[src/rtl/twiddle_pkg.sv]
// twiddle_pkg: FSM and quadrant encodings plus the elaboration-time quarter-wave cosine table builder.
package twiddle_pkg;
  typedef enum logic [1:0] {IDLE, SWEEP, DRAIN} state_t;
  typedef enum logic [1:0] {Q0, Q1, Q2, Q3} quad_t;
  localparam real PI = 3.14159265358979323846;
  function automatic int tw_cos(int m, int n_log2, int frac_w);
    return $rtoi($floor($cos(2.0 * PI * m / (2.0 ** n_log2)) * (2.0 ** frac_w)));
  endfunction
endpackage

[src/rtl/twiddle_gen_if.sv]
// twiddle_gen_if: request, sweep-control and twiddle-output handshake bundle.
interface twiddle_gen_if #(
  parameter int N_LOG2 = 5,
  parameter int DATA_W = 16,
  parameter int SW = $clog2(N_LOG2)
);
  logic req_valid, req_ready, inverse, sweep_start, busy, sweep_done, tw_valid, tw_ready;
  logic [SW-1:0] req_stage;
  logic [N_LOG2-2:0] req_index;
  logic [DATA_W-1:0] tw_re, tw_im;
  modport master (
    output req_valid, req_stage, req_index, inverse, sweep_start, tw_ready,
    input req_ready, busy, sweep_done, tw_valid, tw_re, tw_im
  );
  modport slave (
    input req_valid, req_stage, req_index, inverse, sweep_start, tw_ready,
    output req_ready, busy, sweep_done, tw_valid, tw_re, tw_im
  );
endinterface

[src/rtl/twiddle_qrom.sv]
// twiddle_qrom: dual-read synchronous quarter-wave cosine ROM; reads advance with the pipeline.
module twiddle_qrom
  import twiddle_pkg::*;
#(
  parameter int N_LOG2 = 5,
  parameter int FRAC_W = 8,
  parameter int AW = N_LOG2 - 1
) (
  input  logic            clk,
  input  logic            en_i,
  input  logic [AW-1:0]   addr_a_i,
  input  logic [AW-1:0]   addr_b_i,
  output logic [FRAC_W:0] data_a_o,
  output logic [FRAC_W:0] data_b_o
);
  localparam int QTR = 1 << (N_LOG2 - 2);
  logic [FRAC_W:0] rom [1 << AW];
  logic [FRAC_W:0] data_a_q, data_b_q;
  // Only entries 0..N/4 are ever addressed; the rest are tied off.
  for (genvar g = 0; g < (1 << AW); g++) begin : g_rom
    assign rom[g] = (g <= QTR) ? (FRAC_W + 1)'(tw_cos(g, N_LOG2, FRAC_W)) : '0;
  end
  always_ff @(posedge clk) begin
    if (en_i) begin
      data_a_q <= rom[addr_a_i];
      data_b_q <= rom[addr_b_i];
    end
  end
  assign data_a_o = data_a_q;
  assign data_b_o = data_b_q;
endmodule

[src/rtl/twiddle_gen.sv]
// twiddle_gen: FFT twiddle generator with direct/sweep request mux and 3-stage quadrant-folding pipeline.
module twiddle_gen
  import twiddle_pkg::*;
#(
  parameter int N_LOG2 = 5,
  parameter int DATA_W = 16,
  parameter int FRAC_W = 8,
  parameter int SW = $clog2(N_LOG2)
) (
  input logic clk,
  input logic rst,
  twiddle_gen_if.slave bus
);
  localparam int IW = N_LOG2 - 1;
  localparam int RW = N_LOG2 - 2;
  localparam logic [IW-1:0] QTR = IW'(1 << RW);
  state_t state_q, state_d;
  logic [IW-1:0] cnt_q, cnt_d, iss_idx;
  logic [SW-1:0] stage_q, stage_d, req_s, iss_s;
  logic inv_q, inv_d, adv, idle, last, done, iss_v, iss_inv, iss_last;
  logic [N_LOG2-1:0] e;
  logic p1_v_q, p1_inv_q, p1_last_q, p2_v_q, p2_inv_q, p2_last_q, tw_v_q, tw_last_q;
  quad_t p1_quad_q, p2_quad_q;
  logic [RW-1:0] p1_r_q;
  logic [FRAC_W:0] t_a, t_b;
  logic [DATA_W-1:0] a_x, b_x, re_d, im_f, im_d, tw_re_q, tw_im_q;
  function automatic logic [IW-1:0] mask(logic [SW-1:0] s);
    return IW'((1 << s) - 1);
  endfunction
  assign adv = !tw_v_q || bus.tw_ready;
  assign idle = state_q == IDLE;
  assign req_s = (bus.req_stage > SW'(N_LOG2 - 1)) ? SW'(N_LOG2 - 1) : bus.req_stage;
  assign last = cnt_q == mask(stage_q);
  assign done = tw_v_q && bus.tw_ready && tw_last_q && state_q == DRAIN && !rst;
  // Direct requests own the pipeline while idle; the sweep counter owns it otherwise.
  assign iss_v = idle ? bus.req_valid : state_q == SWEEP;
  assign iss_s = idle ? req_s : stage_q;
  assign iss_idx = idle ? bus.req_index : cnt_q;
  assign iss_inv = idle ? bus.inverse : inv_q;
  assign iss_last = state_q == SWEEP && last;
  assign e = N_LOG2'({1'b0, iss_idx & mask(iss_s)} << (IW - iss_s));
  always_comb begin
    state_d = state_q;
    cnt_d = cnt_q;
    stage_d = stage_q;
    inv_d = inv_q;
    case (state_q)
      IDLE: if (bus.sweep_start && !bus.req_valid) begin
        state_d = SWEEP;
        cnt_d = '0;
        stage_d = req_s;
        inv_d = bus.inverse;
      end
      SWEEP: if (adv) begin
        cnt_d = cnt_q + 1'b1;
        state_d = last ? DRAIN : SWEEP;
      end
      DRAIN: state_d = done ? IDLE : DRAIN;
      default: state_d = IDLE;
    endcase
  end
  always_ff @(posedge clk) begin
    if (rst) begin
      state_q <= IDLE;
      cnt_q <= '0;
      stage_q <= '0;
      inv_q <= 1'b0;
    end else begin
      state_q <= state_d;
      cnt_q <= cnt_d;
      stage_q <= stage_d;
      inv_q <= inv_d;
    end
  end
  always_ff @(posedge clk) begin
    if (rst) begin
      p1_v_q <= 1'b0;
      p2_v_q <= 1'b0;
      tw_v_q <= 1'b0;
      tw_re_q <= '0;
      tw_im_q <= '0;
    end else if (adv) begin
      p1_v_q <= iss_v;
      p2_v_q <= p1_v_q;
      tw_v_q <= p2_v_q;
      if (p2_v_q) begin
        tw_re_q <= re_d;
        tw_im_q <= im_d;
      end
    end
  end
  always_ff @(posedge clk) begin
    if (adv) begin
      p1_quad_q <= quad_t'(e[N_LOG2-1 -: 2]);
      p1_r_q <= e[RW-1:0];
      p1_inv_q <= iss_inv;
      p1_last_q <= iss_last;
      p2_quad_q <= p1_quad_q;
      p2_inv_q <= p1_inv_q;
      p2_last_q <= p1_last_q;
      tw_last_q <= p2_last_q;
    end
  end
  twiddle_qrom #(.N_LOG2(N_LOG2), .FRAC_W(FRAC_W)) u_qrom (
    .clk(clk),
    .en_i(adv),
    .addr_a_i({1'b0, p1_r_q}),
    .addr_b_i(QTR - {1'b0, p1_r_q}),
    .data_a_o(t_a),
    .data_b_o(t_b)
  );
  assign a_x = DATA_W'(t_a);
  assign b_x = DATA_W'(t_b);
  always_comb begin
    re_d = (p2_quad_q == Q0) ? a_x : (p2_quad_q == Q1) ? -b_x : (p2_quad_q == Q2) ? -a_x : b_x;
    im_f = (p2_quad_q == Q0) ? -b_x : (p2_quad_q == Q1) ? -a_x : (p2_quad_q == Q2) ? b_x : a_x;
    im_d = p2_inv_q ? -im_f : im_f;
  end
  assign bus.req_ready = idle && adv && !rst;
  assign bus.busy = !idle;
  assign bus.sweep_done = done;
  assign bus.tw_valid = tw_v_q;
  assign bus.tw_re = tw_re_q;
  assign bus.tw_im = tw_im_q;
endmodule

[src/flat_wrapper.sv]
// flat-port wrapper written by rule: the top's interface ports become plain ports
module twiddle_gen_flat import twiddle_pkg::*;
#(
  parameter int N_LOG2 = 5,
  parameter int DATA_W = 16,
  parameter int FRAC_W = 8,
  parameter int SW = $clog2(N_LOG2)
)
  (clk, rst, bus_req_valid, bus_req_stage, bus_req_index, bus_inverse, bus_sweep_start, bus_tw_ready, bus_req_ready, bus_busy, bus_sweep_done, bus_tw_valid, bus_tw_re, bus_tw_im);
  twiddle_gen_if #(.N_LOG2(N_LOG2), .DATA_W(DATA_W), .SW(SW)) bus_i ();
  input logic clk;
  input logic rst;
  input wire logic [$bits(bus_i.req_valid)-1:0] bus_req_valid;
  input wire logic [$bits(bus_i.req_stage)-1:0] bus_req_stage;
  input wire logic [$bits(bus_i.req_index)-1:0] bus_req_index;
  input wire logic [$bits(bus_i.inverse)-1:0] bus_inverse;
  input wire logic [$bits(bus_i.sweep_start)-1:0] bus_sweep_start;
  input wire logic [$bits(bus_i.tw_ready)-1:0] bus_tw_ready;
  output wire logic [$bits(bus_i.req_ready)-1:0] bus_req_ready;
  output wire logic [$bits(bus_i.busy)-1:0] bus_busy;
  output wire logic [$bits(bus_i.sweep_done)-1:0] bus_sweep_done;
  output wire logic [$bits(bus_i.tw_valid)-1:0] bus_tw_valid;
  output wire logic [$bits(bus_i.tw_re)-1:0] bus_tw_re;
  output wire logic [$bits(bus_i.tw_im)-1:0] bus_tw_im;
  assign bus_i.req_valid = bus_req_valid;
  assign bus_i.req_stage = bus_req_stage;
  assign bus_i.req_index = bus_req_index;
  assign bus_i.inverse = bus_inverse;
  assign bus_i.sweep_start = bus_sweep_start;
  assign bus_i.tw_ready = bus_tw_ready;
  assign bus_req_ready = bus_i.req_ready;
  assign bus_busy = bus_i.busy;
  assign bus_sweep_done = bus_i.sweep_done;
  assign bus_tw_valid = bus_i.tw_valid;
  assign bus_tw_re = bus_i.tw_re;
  assign bus_tw_im = bus_i.tw_im;
  twiddle_gen #(.N_LOG2(N_LOG2), .DATA_W(DATA_W), .FRAC_W(FRAC_W), .SW(SW)) u_core (.clk(clk), .rst(rst), .bus(bus_i));
endmodule
[config.mk]
export PLATFORM = sky130hd
export DESIGN_NAME = twiddle_gen_flat
export DESIGN_NICKNAME = d
export VERILOG_FILES = /design/src/rtl/twiddle_pkg.sv /design/src/rtl/twiddle_gen_if.sv /design/src/rtl/twiddle_qrom.sv /design/src/rtl/twiddle_gen.sv /design/src/flat_wrapper.sv
export SDC_FILE = /design/constraint.sdc
export NUM_CORES = 1
export LEC_CHECK = 0
export ABC_AREA = 1
export BUFFER_PORTS_ARGS = -buffer_cell sky130_fd_sc_hd__buf_2
export CORE_ASPECT_RATIO = 0.75
export CORE_UTILIZATION = 56
export CTS_BUF_LIST = sky130_fd_sc_hd__clkbuf_8
export DETAILED_ROUTE_END_ITERATION = 12
export GPL_TIMING_DRIVEN = 0
export HOLD_SLACK_MARGIN = 0.1
export PLACE_DENSITY = 0.78
export SETUP_SLACK_MARGIN = 0.3
export SLEW_MARGIN = 20
export SYNTH_ARGS = -nofsm -noshare
export SYNTH_HDL_FRONTEND = slang
export SYNTH_SLANG_ARGS = --single-unit
[constraint.sdc]
create_clock -name clk -period 5.8 [get_ports clk]
set_input_delay 0.58 -clock clk [delete_from_list [all_inputs] [get_ports clk]]
set_output_delay 0.58 -clock clk [all_outputs]
set_load 0.02 [all_outputs]
After elaboration in Yosys (flattened, before gate mapping)
Memory sizes are Yosys's and may differ from the RTL's. A register that Yosys moved wholly into a read port is not among the register bits.
Cells that the tools add are included.
{"block": "totals", "mem_bits_ro": 288, "n_memories": 2, "wordCells": 81, "reg_bits": 57}
{"block": "classes", "n_addsub": 8, "n_reduce_logical": 20, "bitwise": 3, "muxes": 20, "order_cmp": 1, "n_eq_ne": 7, "shifts": 3}
{"name": "(name not given)", "depth": 16, "width": 9, "rd": 1, "rd_ports_with_merged_regs": 1, "write_ports": 0, "line": "twiddle_qrom.sv:26", "rtl": "data_b_q <= rom[addr_b_i];"}
{"name": "(name not given)", "depth": 16, "width": 9, "rd": 1, "rd_ports_with_merged_regs": 1, "write_ports": 0, "line": "twiddle_qrom.sv:25", "rtl": "data_a_q <= rom[addr_a_i];"}
{"op": "$mux W16", "n": 6}
{"op": "$neg A9 Y16", "n": 2}
{"op": "$shl A4 B32 Y5", "n": 1}
{"op": "$neg A16 Y16", "n": 1}
{"op": "$mux W4", "n": 3}
{"op": "$mux W9", "n": 1}
{"op": "$logic_and A1 B1 Y1", "n": 8}
{"op": "$mux W2", "n": 4}
{"op": "$pmux W4 S2", "n": 1}
{"op": "$shl A1 B3 Y4 const A", "n": 2}
{"op": "$sub A4 B2 Y4 const B", "n": 2}
{"op": "$mux W3", "n": 2}
{"op": "$pmux W2 S3", "n": 1}
{"op": "$reduce_and A2 Y1", "n": 3}
{"op": "$not A3 Y5", "n": 1}
{"op": "$not A4 Y5", "n": 1}
{"op": "$add A4 B1 Y4 const B", "n": 1}
{"op": "$and A4 B4 Y4", "n": 1}
{"op": "$eq A2 B1 Y1 const B", "n": 2}
{"op": "$eq A2 B2 Y1 const B", "n": 2}
{"op": "$eq A4 B4 Y1", "n": 1}
{"op": "$logic_not A1 Y1", "n": 4}
{"op": "$logic_not A2 Y1", "n": 2}
{"op": "$sub A3 B3 Y4 const A", "n": 1}
{"op": "other kinds (8)", "n": 9}

Logic depth before layout (Yosys ltp)
Gate-level depths: netlist of the first run.
{"block": "depth", "depth_word": 7, "mapped_depth": 17, "ltp_nobuf": 17}

Cells and area by module
A second synthesis of the first run with hierarchy kept.
{"block": "hier_totals", "hier_cells": 606, "hier_area_um2": 4440.5}
{"mod": "twiddle_gen", "n_inst": 1, "cells_per_inst": 522, "seq_area_each_um2": 1261.2, "area_each_um2": 3532.1}
{"mod": "twiddle_qrom", "n_inst": 1, "cells_per_inst": 84, "seq_area_each_um2": 540.5, "area_each_um2": 908.4}

Least setup slack after synthesis of the first run
No wires, ideal clock.
{"block": "synth_path", "path_kind": "flip-flop to flip-flop", "from": "register u_core.u_qrom.data_a_q[0], in the netlist u_core.u_qrom.data_a_o[0]", "to": "register u_core.tw_im_q[10], in the netlist u_core.bus.tw_im[10]", "required_ps": 5691, "path_buffers": 0, "path_slack_ps": 3740, "setup_time_ps": 109, "arrival_ps": 1951, "stages_incl_launch_ff": 18, "cell_sequence": "edfxtp_1 -> inv_1 -> ha_1 -> a21oi_1 -> a21oi_1 -> o21ai_2 -> nand2_1 -> inv_1 -> ha_1 -> nand3_2 -> nor2_2 -> nand2_1 -> nor2_2 -> nand3_1 -> nand3_1 -> nand3_1 -> nand2_1 -> inv_1"}
{"block": "synth_between", "elab_chain_len": 5}
{"element": "start, declared", "line": "twiddle_qrom.sv:18", "rtl": "logic [FRAC_W:0] data_a_q, data_b_q;"}
{"element": "$neg A9 Y16 / $mux W9 (equally long branches)", "line": "twiddle_gen.sv:116", "rtl": "im_f = (p2_quad_q == Q0) ? -b_x : (p2_quad_q == Q1) ? -a_x : (p2_quad_q == Q2) ? b_x : a_x;"}
{"element": "$mux W16 (*) (2 in a row)", "line": "twiddle_gen.sv:116"}
{"element": "$neg A16 Y16", "line": "twiddle_gen.sv:117", "rtl": "im_d = p2_inv_q ? -im_f : im_f;"}
{"element": "$mux W16 (*)", "line": "twiddle_gen.sv:117"}
{"element": "end signal, assigned", "line": "twiddle_gen.sv:88", "rtl": "tw_im_q <= im_d;"}
{"element": "end, declared", "line": "twiddle_gen.sv:26", "rtl": "logic [DATA_W-1:0] a_x, b_x, re_d, im_f, im_d, tw_re_q, tw_im_q;"}
Every way passes the cells marked *; elsewhere a longest branch is shown, timed or not.
A chain may end at the register's enable or synchronous reset.

Worst setup path in the final report of the first run
{"block": "layout_path", "from": "register u_core.u_qrom.data_a_q[0], in the netlist u_core.u_qrom.data_a_o[0]", "to": "register u_core.tw_im_q[6], in the netlist u_core.bus.tw_im[6]"}
The elaborated chain is that of the path after synthesis.

==> metrics.txt, run 1 <==
# TYPE chip_impl_metric gauge
chip_impl_metric{name="clkPwrFrac",unit=""} 0.183
chip_impl_metric{name="tns",unit="ps"} 0
chip_impl_metric{name="nFillCells",unit=""} 737
chip_impl_metric{name="drc",unit=""} 0
chip_impl_metric{name="synth_enable_flop_cells",unit=""} 30
chip_impl_metric{name="final_core_util",unit=""} 0.6487
chip_impl_metric{name="final.period_utilization",unit=""} 0.4263
chip_impl_metric{name="vias_in_the_first_global_route",unit=""} 3951
chip_impl_metric{name="die_area",unit="mm2"} 0.008535
chip_impl_metric{name="synthesis.area",unit="mm2"} 0.004573
chip_impl_metric{name="cts.sinks",unit=""} 75
chip_impl_metric{name="core_area",unit="mm2"} 0.007918
chip_impl_metric{name="clock_path_buffers",unit=""} 2
chip_impl_info{name="crit_type",value="flop to flop"} 1
chip_impl_metric{name="cts.reportedPaths.clkPinSlew",unit="ps"} 80
chip_impl_metric{name="worst-path-max-fanout",unit=""} 5
chip_impl_metric{name="switching_component_of_the_power",unit="mW"} 1.012
chip_impl_metric{name="cts_post_setup_buffers_inserted",unit=""} 0
chip_impl_metric{name="design.final.nets",unit=""} 684
chip_impl_metric{name="maxClockFrequency",unit="MHz"} 404.5
chip_impl_metric{name="synth.avg_cell_area",unit="um2"} 7.673
chip_impl_metric{name="static-leakage-power",unit="nW"} 2.305
chip_impl_metric{name="number_of_rows_in_the_core_area",unit=""} 28
chip_impl_info{name="worst_r2r_dst",value="u_core.bus.tw_im[6]"} 1
chip_impl_metric{name="multi_input_area",unit="mm2"} 0.002332
chip_impl_metric{name="synthAdderAreaFrac",unit=""} 0.04378
chip_impl_metric{name="cts-buffers-inserted",unit=""} 9
chip_impl_metric{name="antenna_found_initial",unit=""} 0
chip_impl_metric{name="synth_nets",unit=""} 625
chip_impl_metric{name="cp_required",unit="ps"} 6040
chip_impl_metric{name="routed_wire_length_per_instance",unit="um"} 15.64
chip_impl_metric{name="antennaDiodeCount",unit=""} 0
chip_impl_info{name="tritoncts",value="done"} 1
chip_impl_metric{name="start_util",unit=""} 0.5776
chip_impl_info{name="worstPathCellList",value="inv_1, ha_1, a21oi_1, a21oi_1, o21ai_2, nand2_1, inv_1, ha_1, nand3_2, nor2_2, nand2_1, nor2_2, nor2_2, xnor2_1, a21oi_1"} 1
chip_impl_metric{name="timing.critical_path.buf_inv",unit=""} 2
chip_impl_metric{name="post_cts.resized_instances",unit=""} 0
chip_impl_metric{name="synthXorXnorAreaFrac",unit=""} 0.02298
chip_impl_info{name="whs_endpoint",value="u_core.p2_quad_q[1]"} 1
chip_impl_metric{name="place_congestion",unit=""} 0.9473
chip_impl_metric{name="whs_path_depth",unit=""} 0
chip_impl_info{name="root_buffer",value="clkbuf_8"} 1
chip_impl_metric{name="layout-area-overhead-vs-synth",unit="%"} 12.31
chip_impl_metric{name="insertion_delay",unit="ps"} 370
chip_impl_metric{name="pin_count_of_the_biggest_net_entering_global_routing",unit=""} 36
chip_impl_metric{name="synth-async-reset-ratio",unit=""} 0
chip_impl_info{name="run_status",value="finished, final reports clean"} 1
chip_impl_info{name="grt_setup_unrepaired",value="false"} 1
chip_impl_metric{name="r2r_setup_slack",unit="ps"} 3330
chip_impl_metric{name="r2r_cells",unit=""} 15
chip_impl_info{name="cp_slowest_cell",value="edfxtp_1"} 1
chip_impl_metric{name="horizontal_die_dimension",unit="um"} 106.3
chip_impl_metric{name="drt-initial-drc-count",unit=""} 361
chip_impl_info{name="worst_hold_path_type",value="flop to flop"} 1
chip_impl_metric{name="cts_hold_repair.buffers",unit=""} 0
chip_impl_info{name="synth_ff_type",value="dfxtp_1"} 1
chip_impl_metric{name="antenna_violating_nets_post_route",unit=""} 0
chip_impl_metric{name="combPwrFrac",unit=""} 0.489
chip_impl_metric{name="numPlacedInstances",unit=""} 749
chip_impl_metric{name="max_cap_viol_count",unit=""} 0
chip_impl_metric{name="internal_power",unit="mW"} 1.196
chip_impl_metric{name="boundaryPins",unit=""} 49
chip_impl_metric{name="power.density",unit="mW/mm2"} 429.9
chip_impl_info{name="crit_path_end_kind",value="flop"} 1
chip_impl_metric{name="detailed_place_hpwl",unit="um"} 9035
chip_impl_metric{name="viasPerCell",unit=""} 5.584
chip_impl_metric{name="yosys_warnings",unit=""} 0
chip_impl_metric{name="route.vias.total",unit=""} 4272
chip_impl_metric{name="max_slew_margin",unit=""} 0.5576
chip_impl_info{name="worstReg2RegStart",value="u_core.u_qrom.data_a_o[0]"} 1
chip_impl_metric{name="vdd_ir_drop_max",unit="mV"} 0.2636
chip_impl_info{name="main_combinational_cell_family_by_area_after_synthesis",value="simple AND/OR/NAND/NOR gates"} 1
chip_impl_metric{name="seq_area",unit="mm2"} 0.001802
chip_impl_metric{name="switching_share",unit=""} 0.4584
chip_impl_metric{name="routed_wl",unit="um"} 11970
chip_impl_metric{name="seq_power_share",unit=""} 0.329
chip_impl_metric{name="groute.usage.overall",unit=""} 0.2969
chip_impl_metric{name="synth.area.mux_share",unit=""} 0
chip_impl_info{name="timing.critical_path.max_delay_family",value="simple AND/OR/NAND/NOR gates"} 1
chip_impl_metric{name="number_of_cells_produced_by_synthesis",unit=""} 596
chip_impl_metric{name="yosysUniqueCellTypes",unit=""} 42
chip_impl_metric{name="clock-skew-final",unit="ps"} 9.557
chip_impl_metric{name="layoutNonFillerInstCount",unit=""} 765
chip_impl_metric{name="synthSimpleGateAreaFrac",unit=""} 0.2643
chip_impl_metric{name="drv_slew",unit=""} 0
chip_impl_metric{name="hold_viol_final",unit=""} 0
chip_impl_info{name="timing.critical_path.from_type",value="flop"} 1
chip_impl_metric{name="shortest_period_the_worst_path_allows",unit="ps"} 2472
chip_impl_info{name="min-delay-start",value="u_core.p1_quad_q[1]"} 1
chip_impl_metric{name="htreeDepth",unit=""} 3
chip_impl_metric{name="globalRoute.totalOverflow",unit=""} 0
chip_impl_metric{name="count_of_buffers_inserted_at_the_top_level_ports",unit=""} 48
chip_impl_metric{name="tightestPinTransition",unit="ps"} 662.7
chip_impl_metric{name="detailedRoute.firstPassIterationCount",unit=""} 5
chip_impl_metric{name="final_layout_size_suffix_gt1_frac",unit=""} 0.2106
chip_impl_metric{name="finalSetupViolations",unit=""} 0
chip_impl_metric{name="synth.ff_latch_count",unit=""} 75
chip_impl_metric{name="chip_height",unit="um"} 80.26
chip_impl_metric{name="grt_pass1_wl",unit="um"} 19310
chip_impl_metric{name="critPathArrivalTime",unit="ps"} 2710
chip_impl_metric{name="slowest_delay",unit="ps"} 440
chip_impl_metric{name="compound_gate_fraction_of_synth_area",unit=""} 0.1789
chip_impl_metric{name="synth.yosys.seq_area_share",unit=""} 0.3940
==> per-stage QoR <==
stage | setup slack (ps) | total power, mW | instance area [um2] | hold slack (ps)
floorplan | 3740 | 1.534 | 4573 | 400.3
CTS | 3358 | 2.185 | 5136 | 423.5
global route | 3106 | 2.359 | 5136 | 434.8
detailed placement | 3357 | 1.789 | 4945 | 404.5
global placement | 3296 | 1.765 | 4945 | 401.9
finish | 3328 | 2.208 | 5136 | 426.4
==> placed cells by master, fill, tap and decap left out, types with 3 or more instances in the layout <==
master    synthesis  final
nand3_1          47     47
nand3_2           6      6
nand2_4           4      4
o211ai_1          6      6
clkbuf_8          0      9
nor2_2           12     12
xnor2_1           6      6
nand2_1          95     95
nor2_4            5      5
a211oi_1          4      4
xor2_1            6      6
o21ai_0          56     56
inv_1            71     70
buf_2             3     51
a21oi_1          42     42
nand4_1           7      7
nor2_1           50     50
buf_6             4      4
nand2_2          13     13
o22ai_1           5      5
nor3_1            7      7
o21ai_1           8      8
dfxtp_1          45     45
ha_1             16     16
a31oi_1           8      8
o21ai_2           5      5
inv_2             9     10
edfxtp_1         30     30
clkbuf_1          7      7
o221ai_1          3      3
==> area by class of cell <==
class,count,area share
clock inverter,7,0.01315
timing repair buffer,48,0.04677
tap,105,0.02558
multi-input combinational,421,0.4541
clock buffer,9,0.02412
sequential,75,0.3508
inverter,84,0.06431
buffer,16,0.02119
==> cell families (layout without fill, tap and decap cells) <==
kind of cell / count (synthesis) / count (layout)
buf+inv: 100 / 164
xor+xnor: 12 / 12
compound gates: 143 / 143
simple gates: 250 / 250
fa+ha+maj: 16 / 16
flops: 75 / 75
==> power groups by stage <==
stage | registers [mW] | logic, mW | clock network [mW]
after global routing | 0.735 | 1.20 | 0.420
final | 0.725 | 1.08 | 0.404
after detailed placement | 0.733 | 1.06 | 0
after floorplan | 0.733 | 0.800 | 0
after CTS | 0.721 | 1.06 | 0.403
after global placement | 0.731 | 1.03 | 0
==> flip-flops by register name, summed over array words and instances (netlist names) <==
name and count:
u_core.stage_q 3, u_core.p1_quad_q 2, u_core.p2_inv_q 1, u_core.inv_q 1
u_core.u_qrom.data_a_o 9, u_core.u_qrom.data_b_o 9, u_core.p1_v_q 1, u_core.p2_v_q 1
u_core.p2_quad_q 2, u_core.bus.tw_valid 1, u_core.p1_last_q 1, u_core.p2_last_q 1
u_core.bus.tw_im 16, u_core.bus.tw_re 16, u_core.p1_inv_q 1, u_core.cnt_q 4
u_core.tw_last_q 1, u_core.state_q 2, u_core.p1_r_q 3
==> how the worst max path moves through the flow <==
stage / startpoint / endpoint / depth (start not counted)
after floorplan: u_core.u_qrom.data_a_o[0] / u_core.bus.tw_im[10] / 17
after global placement: bus_tw_ready / u_core.cnt_q[0] / 8
after detailed placement: bus_req_stage[2] / u_core.p1_quad_q[1] / 12
after CTS: u_core.u_qrom.data_a_o[0] / u_core.bus.tw_im[6] / 15
after global routing: u_core.u_qrom.data_a_o[0] / u_core.bus.tw_im[6] / 15
final: u_core.u_qrom.data_a_o[0] / u_core.bus.tw_im[6] / 15
==> synth_stat cells (2+ instances only) <==
cell type	count	share of area
nand4_1	7	0.0096
o221ai_1	3	0.0057
inv_1	71	0.058
clkbuf_1	7	0.0057
o21ai_0	56	0.061
buf_6	4	0.0098
edfxtp_1	30	0.20
nand2_1	95	0.078
ha_1	16	0.044
a21oi_1	42	0.046
nand2_4	4	0.0098
o211ai_1	6	0.0098
nor2_4	5	0.012
o21ai_1	8	0.0088
or2_2	2	0.0027
a21oi_2	2	0.0038
o21ai_2	5	0.0096
nand3_2	6	0.013
nor2_2	12	0.016
dfxtp_1	45	0.20
nor2_1	50	0.041
buf_2	3	0.0033
xor2_1	6	0.011
nor3_2	2	0.0044
nand2_2	13	0.018
inv_2	9	0.0074
xnor2_1	6	0.011
o22ai_1	5	0.0068
nand3_1	47	0.051
a31oi_1	8	0.011
a211oi_1	4	0.0066
nor3_1	7	0.0077
==> routing by layer <==
layer	GRT usage	wire, um	vias up	part of all wire
li1	-	-	2128	-
met5	0	0	-	0
met4	0.1389	352	0	0.029
met3	0.06006	760	28	0.064
met2	0.4591	5304	163	0.44
met1	0.3988	5552	1953	0.46
Power figures use the tool's default switching activity.
==> inputs of run 2 (changes only) <==
Settings changed: PLACE_DENSITY 0.78 to 0.81.
Clock period 5.8 ns to 2.2 ns, I/O delays scaled along.
==> run 2 against run 1 <==
Highest routed layer unchanged. Worst hold slack worse by 310 ps. Critical path type unchanged. The run now ends with negative setup slack left. Critical endpoint is now u_core.bus.tw_im[10]. Clock power grew to 2.8 times the previous value. Fmax up 8.3%.
==> metrics.txt, run 2 (synthesized netlist as in run 1, its figures left out) <==
# TYPE chip_impl_metric gauge
chip_impl_metric{name="maxClockFrequency",unit="MHz"} 438.0
chip_impl_metric{name="detailed_place_hpwl",unit="um"} 8755
chip_impl_info{name="mostFrequentLayoutCells",value="80 x nand2_1, 63 x inv_1, 52 x o21ai_0, 50 x buf_2, 43 x dfxtp_1"} 1
chip_impl_metric{name="internal_power",unit="mW"} 3.760
chip_impl_info{name="worst_hold_path_type",value="input port to flop"} 1
chip_impl_metric{name="htreeDepth",unit=""} 3
chip_impl_metric{name="count_of_buffers_inserted_at_the_top_level_ports",unit=""} 48
chip_impl_metric{name="grt_pass1_wl",unit="um"} 19580
chip_impl_metric{name="detailedRoute.firstPassIterationCount",unit=""} 5
chip_impl_metric{name="viasPerCell",unit=""} 5.713
chip_impl_metric{name="final.period_utilization",unit=""} 1.038
chip_impl_info{name="timing.critical_path.from_type",value="flop"} 1
chip_impl_info{name="crit_type",value="flop to flop"} 1
chip_impl_info{name="mostFrequentLayoutCell",value="nand2_1"} 1
chip_impl_info{name="timing.critical_path.max_delay_family",value="simple AND/OR/NAND/NOR gates"} 1
chip_impl_metric{name="core_area",unit="mm2"} 0.007918
chip_impl_metric{name="static-leakage-power",unit="nW"} 2.635
chip_impl_metric{name="setup_slack",unit="ps"} -83.31
chip_impl_metric{name="seq_power_share",unit=""} 0.276
chip_impl_metric{name="clock-skew-final",unit="ps"} 11.21
chip_impl_metric{name="antennaDiodeCount",unit=""} 0
chip_impl_info{name="crit_path_end_kind",value="flop"} 1
chip_impl_metric{name="switching_share",unit=""} 0.4478
chip_impl_metric{name="switching_component_of_the_power",unit="mW"} 3.050
chip_impl_metric{name="cts.reportedPaths.clkPinSlew",unit="ps"} 80
chip_impl_metric{name="nFillCells",unit=""} 566
chip_impl_metric{name="multi_input_area",unit="mm2"} 0.002699
chip_impl_metric{name="drt-initial-drc-count",unit=""} 457
chip_impl_metric{name="design.final.nets",unit=""} 730
chip_impl_metric{name="cts.sinks",unit=""} 75
chip_impl_metric{name="worst-path-max-fanout",unit=""} 2
chip_impl_metric{name="finalSetupViolations",unit=""} 4
chip_impl_metric{name="cts-buffers-inserted",unit=""} 9
chip_impl_metric{name="place_congestion",unit=""} 0.9069
chip_impl_metric{name="number_of_rows_in_the_core_area",unit=""} 28
chip_impl_metric{name="boundaryPins",unit=""} 49
chip_impl_metric{name="start_util",unit=""} 0.5776
chip_impl_info{name="grt_setup_unrepaired",value="true"} 1
chip_impl_metric{name="timing.hold.ws",unit="ps"} 114.2
chip_impl_metric{name="antenna_violating_nets_post_route",unit=""} 0
chip_impl_metric{name="max_slew_margin",unit=""} 0.6410
chip_impl_metric{name="clkPwrFrac",unit=""} 0.167
chip_impl_metric{name="pin_count_of_the_biggest_net_entering_global_routing",unit=""} 36
chip_impl_metric{name="placed_cell_area",unit="mm2"} 0.005011
chip_impl_info{name="root_buffer",value="clkbuf_8"} 1
chip_impl_metric{name="horizontal_die_dimension",unit="um"} 106.3
chip_impl_metric{name="slowest_delay",unit="ps"} 440
chip_impl_metric{name="final_layout_size_suffix_gt1_frac",unit=""} 0.3513
chip_impl_metric{name="vdd_ir_drop_max",unit="mV"} 0.7015
chip_impl_metric{name="routed_wire_length_per_instance",unit="um"} 16.05
chip_impl_metric{name="antenna_found_initial",unit=""} 0
chip_impl_metric{name="insertion_delay",unit="ps"} 370
chip_impl_metric{name="critPathArrivalTime",unit="ps"} 2560
chip_impl_metric{name="chip_height",unit="um"} 80.26
chip_impl_metric{name="hold_viol_final",unit=""} 0
chip_impl_metric{name="layout-area-overhead-vs-synth",unit="%"} 29.47
chip_impl_metric{name="drc",unit=""} 0
chip_impl_metric{name="globalRoute.totalOverflow",unit=""} 0
chip_impl_metric{name="clock_path_buffers",unit=""} 2
chip_impl_metric{name="combPwrFrac",unit=""} 0.556
chip_impl_metric{name="design_power_total",unit="mW"} 6.810
chip_impl_metric{name="seq_area",unit="mm2"} 0.001809
chip_impl_info{name="tritoncts",value="done"} 1
chip_impl_info{name="violations",value="negative setup slack"} 1
chip_impl_metric{name="tightestPinTransition",unit="ps"} 538.5
chip_impl_info{name="cp_slowest_cell",value="edfxtp_1"} 1
chip_impl_metric{name="route.vias.total",unit=""} 4633
chip_impl_info{name="run_status",value="finished with violations"} 1
chip_impl_metric{name="drv_slew",unit=""} 0
chip_impl_metric{name="timing.critical_path.buf_inv",unit=""} 3
chip_impl_metric{name="cts_hold_repair.buffers",unit=""} 0
chip_impl_metric{name="power.density",unit="mW/mm2"} 1150
chip_impl_metric{name="groute.usage.overall",unit=""} 0.2986
chip_impl_metric{name="finalInstanceArea",unit="mm2"} 0.005921
chip_impl_metric{name="final_core_util",unit=""} 0.7478
chip_impl_metric{name="routed_wl",unit="um"} 13020
chip_impl_metric{name="max_cap_viol_count",unit=""} 0
chip_impl_metric{name="vias_in_the_first_global_route",unit=""} 4177
chip_impl_info{name="worstPathCellList",value="inv_2, ha_4, a21oi_4, a21oi_2, o21ai_2, nand2_1, inv_1, ha_2, nand3_4, nor2_4, nand2_1, nor2_2, nand3_2, nand3_2, nand3_2, nand2_1, inv_1"} 1
chip_impl_metric{name="shortest_period_the_worst_path_allows",unit="ps"} 2283
chip_impl_metric{name="die_area",unit="mm2"} 0.008535
chip_impl_metric{name="cp_required",unit="ps"} 2470
run 2: power groups by stage:
stage | clock network (mW) | registers, mW | logic (mW)
final | 1.14 | 1.88 | 3.79
after global routing | 1.20 | 1.90 | 4.10
after CTS | 1.15 | 1.88 | 3.04
after detailed placement | 0 | 1.92 | 2.82
after global placement | 0 | 1.91 | 2.74
after floorplan | 0 | 1.94 | 2.15
run 2: what timing repair did:
action / CTS / global route
endpoints found under the setup margin: 23 / 39
buffers inserted: 21 / 25
gates resized for setup: 18 / 78
pin swaps: 9 / 33
run 2: area by class of cell:
cell class	instances	area share
clock inverters	7	0.01458
inverters	84	0.05790
plain buffers	16	0.02156
repair buffers	94	0.1014
flip-flops and latches	75	0.3056
clock buffers	9	0.02092
well taps	105	0.02219
multi-input cells	421	0.4558
run 2: worst paths after layout:
path	startpoint	endpoint	slack (ps)	cells past startpoint
hold reg to reg	u_core.p1_quad_q[0]	u_core.p2_quad_q[0]	420	0
setup reg to reg	u_core.u_qrom.data_a_o[1]	u_core.bus.tw_im[10]	-80	17
setup / recovery	u_core.u_qrom.data_a_o[1]	u_core.bus.tw_im[10]	-80	17
hold / removal	bus_inverse	u_core.inv_q	110	3
run 2: worst min-delay path: stages:
cell	delay, ps
buf_2	90
nand3_1	70
o21ai_0	60
run 2: layer usage:
layer | up-vias | global-route usage | wire length (um)
met5 | - | 0 | 0
met4 | 0 | 0.1403 | 448
met3 | 47 | 0.06575 | 1054
met2 | 222 | 0.4987 | 6087
met1 | 2142 | 0.3688 | 5426
li1 | 2222 | - | -
run 2: metrics by stage:
stage                     setup TNS (ps)  setup slack, ps  instances
after floorplan                        0            214.2        596
after global placement            -88.13           -45.15        749
after detailed placement          -263.4           -81.39        749
after CTS                              0            42.97        786
after global routing              -785.1           -238.2        811
final                             -194.2           -83.31        811
